### config.mk
export PLATFORM = sky130hd
export DESIGN_NAME = trap_controller
export DESIGN_NICKNAME = d
export VERILOG_FILES = /design/src/rtl/trap_pkg.sv /design/src/rtl/trap_controller_prio_enc.sv /design/src/rtl/trap_controller.sv
export SDC_FILE = /design/constraint.sdc
export NUM_CORES = 1
export LEC_CHECK = 0
export CAP_MARGIN = 20
export CORE_AREA = 2 2 194 196
export DETAILED_ROUTE_END_ITERATION = 7
export DIE_AREA = 0 0 196 198
export DONT_BUFFER_PORTS = 1
export GPL_ROUTABILITY_DRIVEN = 1
export MAX_ROUTING_LAYER = met4
export PLACE_DENSITY_LB_ADDON = 0.12
export SLEW_MARGIN = 10
export SYNTH_ARGS = -nofsm -noshare
export SYNTH_HDL_FRONTEND = slang
export SYNTH_HIERARCHICAL = 1
export SYNTH_SLANG_ARGS = --single-unit
### constraint.sdc
create_clock -name clk -period 3.95 [get_ports clk]
set_clock_uncertainty 0.1 [all_clocks]
set_input_delay 0.5925 -clock clk [delete_from_list [all_inputs] [get_ports clk]]
set_output_delay 0.5925 -clock clk [all_outputs]
set_load 0.005 [all_outputs]
### src/rtl/trap_pkg.sv
// Shared definitions for the machine-mode trap controller: CSR map, mstatus
// bit positions, mtvec modes and the controller FSM states.
package trap_pkg;

   localparam logic [11:0] CSR_MSTATUS = 12'h300;
   localparam logic [11:0] CSR_MIE     = 12'h304;
   localparam logic [11:0] CSR_MTVEC   = 12'h305;
   localparam logic [11:0] CSR_MEPC    = 12'h341;
   localparam logic [11:0] CSR_MCAUSE  = 12'h342;
   localparam logic [11:0] CSR_MTVAL   = 12'h343;
   localparam logic [11:0] CSR_MIP     = 12'h344;

   localparam int MSTATUS_MIE_BIT  = 3;
   localparam int MSTATUS_MPIE_BIT = 7;

   typedef enum logic [1:0] {
      MTVEC_DIRECT   = 2'd0,
      MTVEC_VECTORED = 2'd1
   } mtvec_mode_e;

   typedef enum logic {
      ST_RUN   = 1'b0,
      ST_DRAIN = 1'b1
   } trap_state_e;

   // Reserved modes 2/3 collapse to direct.
   function automatic logic [1:0] mtvec_legal_mode(input logic [1:0] mode);
      return (mode == 2'(MTVEC_VECTORED)) ? 2'(MTVEC_VECTORED) : 2'(MTVEC_DIRECT);
   endfunction

endpackage

### src/rtl/trap_controller_prio_enc.sv
// Lowest-set-bit priority encoder with a valid flag; shared by the exception
// and interrupt paths of the trap controller.
module prio_enc #(
   parameter int W  = 16,
   parameter int IW = (W > 1) ? $clog2(W) : 1
) (
   input  logic [W-1:0]  req,
   output logic          valid,
   output logic [IW-1:0] idx
);

   always_comb begin
      valid = |req;
      idx   = '0;
      // Scan downward so the lowest set bit is the last one written.
      for (int i = W - 1; i >= 0; i--) begin
         if (req[i]) idx = IW'(i);
      end
   end

endmodule

### src/rtl/trap_controller.sv
// Machine-mode trap unit: prioritised exceptions/interrupts, mret, owned CSRs
// and a post-redirect drain. Define TRAP_MTVAL_EN to add tval_i and mtval.
//
// state | meaning
// RUN   | normal operation, traps and mret are decided every cycle
// DRAIN | pipeline draining after a redirect; exc/irq/mret ignored
module trap_controller
   import trap_pkg::*;
#(
   parameter int           N            = 64,
   parameter int           NUM_EXC      = 16,
   parameter int           NUM_IRQ      = 16,
   parameter int           DRAIN_CYCLES = 3,
   parameter logic [N-1:0] RESET_VEC    = '0
) (
   input  logic               clk,
   input  logic               reset,
   input  logic [NUM_EXC-1:0] exc_i,
   input  logic [NUM_IRQ-1:0] irq_i,
   input  logic               mret_i,
   input  logic [N-1:0]       pc_i,
`ifdef TRAP_MTVAL_EN
   input  logic [N-1:0]       tval_i,
`endif
   input  logic [11:0]        csr_addr_i,
   input  logic               csr_we_i,
   input  logic [N-1:0]       csr_wdata_i,
   output logic [N-1:0]       csr_rdata_o,
   output logic               trap_o,
   output logic               redirect_o,
   output logic [N-1:0]       target_o,
   output logic               busy_o,
   output logic [N-1:0]       mcause_o,
   output logic [N-1:0]       mepc_o,
   output logic [N-1:0]       mtvec_o
);

   localparam int EXC_IW = (NUM_EXC > 1) ? $clog2(NUM_EXC) : 1;
   localparam int IRQ_IW = (NUM_IRQ > 1) ? $clog2(NUM_IRQ) : 1;
   localparam int CNT_W  = (DRAIN_CYCLES > 1) ? $clog2(DRAIN_CYCLES) : 1;
   localparam logic [CNT_W-1:0] CNT_LOAD = CNT_W'(DRAIN_CYCLES - 1);

   trap_state_e        state_q, state_d;
   logic [CNT_W-1:0]   cnt_q;
   logic               mstatus_mie_q, mstatus_mpie_q;
   logic [NUM_IRQ-1:0] mie_q, mip_q;
   logic [N-1:0]       mtvec_q, mepc_q, mcause_q;
   logic               trap_q, redirect_q;
   logic [N-1:0]       target_q;
`ifdef TRAP_MTVAL_EN
   logic [N-1:0]       mtval_q;
`endif

   logic               exc_valid, irq_valid;
   logic [EXC_IW-1:0]  exc_idx;
   logic [IRQ_IW-1:0]  irq_idx;
   logic               in_run, take_exc, take_irq, take_trap, take_mret;
   logic [N-1:0]       trap_code, trap_cause, trap_target;
   logic               wr_mstatus, wr_mie, wr_mtvec, wr_mepc, wr_mcause;

   prio_enc #(.W(NUM_EXC), .IW(EXC_IW)) u_exc_enc (
      .req   (exc_i),
      .valid (exc_valid),
      .idx   (exc_idx)
   );

   prio_enc #(.W(NUM_IRQ), .IW(IRQ_IW)) u_irq_enc (
      .req   (mip_q & mie_q),
      .valid (irq_valid),
      .idx   (irq_idx)
   );

   always_comb begin
      in_run      = (state_q == ST_RUN);
      take_exc    = in_run && exc_valid;
      take_irq    = in_run && !exc_valid && mstatus_mie_q && irq_valid;
      take_trap   = take_exc || take_irq;
      take_mret   = in_run && mret_i && !take_trap;
      trap_code   = take_exc ? N'(exc_idx) : N'(irq_idx);
      trap_cause  = trap_code | (N'(take_irq) << (N - 1));
      // Vector offset applies to interrupts only; exceptions always use the base.
      trap_target = {mtvec_q[N-1:2], 2'b00} +
                    (((mtvec_q[1:0] == 2'(MTVEC_VECTORED)) && take_irq) ? (trap_code << 2) : '0);
   end

   always_comb begin
      wr_mstatus = csr_we_i && (csr_addr_i == CSR_MSTATUS);
      wr_mie     = csr_we_i && (csr_addr_i == CSR_MIE);
      wr_mtvec   = csr_we_i && (csr_addr_i == CSR_MTVEC);
      wr_mepc    = csr_we_i && (csr_addr_i == CSR_MEPC);
      wr_mcause  = csr_we_i && (csr_addr_i == CSR_MCAUSE);
   end

   always_comb begin
      state_d = state_q;
      case (state_q)
         ST_RUN:   if (take_trap || take_mret) state_d = ST_DRAIN;
         ST_DRAIN: if (cnt_q == '0) state_d = ST_RUN;
         default:  state_d = ST_RUN;
      endcase
   end

   always_ff @(posedge clk) begin
      if (reset) begin
         state_q <= ST_RUN;
         cnt_q   <= '0;
      end else begin
         state_q <= state_d;
         if (state_q == ST_RUN)
            cnt_q <= CNT_LOAD;
         else if (cnt_q != '0)
            cnt_q <= cnt_q - 1'b1;
      end
   end

   always_ff @(posedge clk) begin
      if (reset) begin
         mstatus_mie_q  <= 1'b0;
         mstatus_mpie_q <= 1'b0;
         mie_q          <= '0;
         mip_q          <= '0;
         mtvec_q        <= RESET_VEC;
         mepc_q         <= '0;
         mcause_q       <= '0;
         trap_q         <= 1'b0;
         redirect_q     <= 1'b0;
         target_q       <= '0;
      end else begin
         mip_q      <= irq_i;
         trap_q     <= take_trap;
         redirect_q <= take_trap || take_mret;

         if (wr_mie)   mie_q   <= csr_wdata_i[NUM_IRQ-1:0];
         if (wr_mtvec) mtvec_q <= {csr_wdata_i[N-1:2], mtvec_legal_mode(csr_wdata_i[1:0])};

         // A trap or mret owns the registers it updates; a same-cycle CSR write loses.
         if (take_trap) begin
            mepc_q   <= pc_i & ~N'(3);
            mcause_q <= trap_cause;
         end else begin
            if (wr_mepc)   mepc_q   <= csr_wdata_i & ~N'(3);
            if (wr_mcause) mcause_q <= csr_wdata_i;
         end

         if (take_trap) begin
            mstatus_mpie_q <= mstatus_mie_q;
            mstatus_mie_q  <= 1'b0;
         end else if (take_mret) begin
            mstatus_mie_q  <= mstatus_mpie_q;
            mstatus_mpie_q <= 1'b1;
         end else if (wr_mstatus) begin
            mstatus_mie_q  <= csr_wdata_i[MSTATUS_MIE_BIT];
            mstatus_mpie_q <= csr_wdata_i[MSTATUS_MPIE_BIT];
         end

         if (take_trap)
            target_q <= trap_target;
         else if (take_mret)
            target_q <= mepc_q;
      end
   end

`ifdef TRAP_MTVAL_EN
   always_ff @(posedge clk) begin
      if (reset)
         mtval_q <= '0;
      else if (take_trap)
         mtval_q <= take_exc ? tval_i : '0;
      else if (csr_we_i && (csr_addr_i == CSR_MTVAL))
         mtval_q <= csr_wdata_i;
   end
`endif

   always_comb begin
      csr_rdata_o = '0;
      case (csr_addr_i)
         CSR_MSTATUS: begin
            csr_rdata_o[MSTATUS_MIE_BIT]  = mstatus_mie_q;
            csr_rdata_o[MSTATUS_MPIE_BIT] = mstatus_mpie_q;
         end
         CSR_MIE:     csr_rdata_o[NUM_IRQ-1:0] = mie_q;
         CSR_MTVEC:   csr_rdata_o = mtvec_q;
         CSR_MEPC:    csr_rdata_o = mepc_q;
         CSR_MCAUSE:  csr_rdata_o = mcause_q;
`ifdef TRAP_MTVAL_EN
         CSR_MTVAL:   csr_rdata_o = mtval_q;
`endif
         CSR_MIP:     csr_rdata_o[NUM_IRQ-1:0] = mip_q;
         default:     csr_rdata_o = '0;
      endcase
   end

   assign trap_o     = trap_q;
   assign redirect_o = redirect_q;
   assign target_o   = target_q;
   assign busy_o     = (state_q == ST_DRAIN);
   assign mcause_o   = mcause_q;
   assign mepc_o     = mepc_q;
   assign mtvec_o    = mtvec_q;

endmodule

==> flow_summary.yaml <==
worst_setup_path:
  timing.rr.end: "target_o[50]"
  cp.arrival_ns: 4.12
  setup.worst_path.start: "mip_q[6]"
  path_buf_inv: 2
  critPathMaxStageDelay_ns: 0.47
  crit_type: "reg -> reg"
  rrSetupSlack_ns: 0.16
  cp_top_family: "simple AND/OR/NAND/NOR gates"
  crit_path_end: "target_o[50]"
  end_kind: "flop"
  path_depth: 16
  crit_required_ns: 4.28
  path_max_fanout: 6
  setup.worst_path.start_class: "flop"
  r2r_cells: 16
  cp_slowest_cell: "or4_4"
  crit_chain: "and2_1 > nor4_4 > nand3_1 > or3_4 > nand2_2 > nor2_1 > nand3b_1 > buf_4 > nor2_1 > ha_1 > a21o_1 > a21oi_4 > or4_4 > buf_8 > or4_4 > a31o_1"
  crit-reg2reg-launch: "mip_q[6]"
global_route:
  grt-ovfl-total: 0
  grt_pass1_vias: 13580
  grt_usage_pct: 29.07
  grt_pass1_wl_um: 85250
  antenna_found_initial: 1
  grt_max_degree: 181
sta:
  worstMarginPinSlew_ns: 0.9451
  tns_ns: 0
  max_slew_margin_pct: 36.84
  fin_crit_sh_pct: 96.05
  rsz0062_at_grt: "yes"
  timing.fmax_ghz: 0.2636
  setup_violations: 0
  post-route-min-period_ns: 3.794
  setup_slack_ns: 0.1559
  slew_violations: 0
  holdWs_ns: 0.03338
  hold_viol: 0
finish:
  drive_above_1_share_pct: 9.248
  final_area_mm2: 0.01640
  area_growth_syn_to_layout_pct: 12.83
  fin_util_pct: 44.39
  finalNonFillerCells: 2389
  num-nets-final: 2069
cts:
  ctsHoldBuffers: 0
  root_buffer: "clkbuf_16"
  htreeDepth: 2
  clk_path_buf_depth: 3
  cts_sinks: 290
  cts_tree: "done"
  insertion_delay_ns: 0.54
  cts_buffers: 35
  clk_pin_slew_ns: 0.06
synthesis:
  synth_edf_count: 0
  ys_top_cells_by_count: "590 x nand2_1, 290 x dfxtp_1, 168 x a21oi_1"
  synth_area_leaders: "dfxtp_1 40%, nand2_1 15%, a21oi_1 5.8%"
  synth.cell_area_mm2: 0.01454
  synthDominantCellAreaShare_pct: 39.93
  syn_area_per_cell_um2: 7.475
  synth-seq-cells: 290
  yosysWarnings: 6
  ys.flop_type: "dfxtp_1"
  async_flop_share_pct: 0
  netlist_instances: 1945
  ys_types: 73
  yosysTopAreaCell: "dfxtp_1"
  ys_seq_area_share_pct: 39.93
  synth_most_common_cell: "nand2_1"
place:
  dp_hpwl_um: 40080
  place_area_mm2: 0.01504
  place.gp.congestion: 0.8933
  pre_cts_slack_ns: -0.3205
  placedCellCount: 2319
  io_buffers: 0
floorplan:
  row_count: 71
  coreArea_mm2: 0.03696
  ios: 499
  start_util_pct: 39.34
  die-height_um: 198
  dieArea_mm2: 0.03881
  die_x_um: 196
power_and_ir_drop:
  leakage_nw: 5.897
  power.density_mw_per_mm2: 430.2
  total_power_mw: 7.057
  vdd_drop_max_mv: 0.3368
run_status:
  violations: "design-rule violations"
  status: "complete, but fails checks"
drt:
  drcViolationCount: 3
  vias_per_cell: 6.062
  routed-via-count: 14480
  postRouteAntennaNets: 0
  wl_per_cell_um: 23.94
  dr.pass1.iters: 8
  drt_wl_total_um: 57200
  drtIter0Drc: 1284
flow_run:
  cap_viol_max_count: 0
min_path:
  worstHoldPathType: "in -> reg"
[routing by layer]
layer	wire (um)	vias to the layer above	share of wire, %	GRT usage, %
li1	-	6773	-	-
met1	24150	7022	42	36.43
met2	27350	614	48	47.52
met3	4671	72	8.2	6.558
met4	1022	0	1.8	7.379
met5	0	-	0	-
[layout by cell type, fill, tap and decap left out, types with 18 or more instances in the layout]
master / instances
a21oi_1: 166
a222oi_1: 62
a22oi_1: 18
a311oi_1: 72
a31oi_1: 23
and2_1: 19
buf_4: 62
clkbuf_16: 37
dfxtp_1: 290
inv_1: 66
nand2_1: 587
nand3_1: 60
nand4_1: 23
nor2_1: 100
nor2b_1: 18
nor4_1: 24
[registers in the layout, indices dropped and copies added, names as in the netlist]
signal	flops
mcause_o	64
mtvec_o	63
mepc_o	62
target_o	62
mie_q	16
mip_q	16
cnt_q	2
busy_o	1
mstatus_mie_q	1
mstatus_mpie_q	1
redirect_o	1
trap_o	1
[kinds of logic (layout without fill, tap and decap cells)]
kind of cell	Yosys count	in the layout	share of synthesized area, %
compound gates	437	437	21.40
xor+xnor	22	22	1.325
fa+ha+maj	5	5	0.4819
buf+inv	237	202	6.979
flops	290	290	39.93
mux	17	17	1.179
other cells	1	6	0.02579
simple gates	936	936	28.67
[cell type report]
type	count	area (um2)
sequential	290	5806
antenna	1	2.502
timing repair buffer	71	625.6
multi-input combinational	1422	7893
inverter	68	255.2
clock inverter	14	229.0
fill	3771	20550
tap	474	593.1
clock buffer	49	1001
[repair_timing]
item                       4_1_cts  5_1_grt
resized for setup                0       20
setup endpoints to repair        0       29
buffers inserted                 0        6
[how the worst min path moves through the flow]
stage	start	end	cells after the start
floorplan	cnt_q[0]	cnt_q[0]	1
global placement	cnt_q[0]	cnt_q[0]	1
detailed placement	cnt_q[0]	cnt_q[0]	1
CTS	reset	mie_q[3]	1
global route	reset	mepc_o[4]	1
finish	reset	mepc_o[4]	1
[worst reg2reg max path: cells and delay by family, from the launching register on]
| family | cells | cell delay, ns |
|---|---|---|
| compound gates | 3 | 0.46 |
| buf+inv | 2 | 0.28 |
| fa+ha+maj | 1 | 0.30 |
| simple gates | 10 | 2.25 |
| flops | 1 | 0.31 |
[report_power, final]
group          switching [mW]  total (mW)  internal [mW]
Combinational           0.253       0.404          0.151
Sequential              0.147        3.18           3.03
Clock                    1.31        3.48           2.17
Total                    1.71        7.06           5.35
Note: power is estimated with default switching activity, not from simulation.
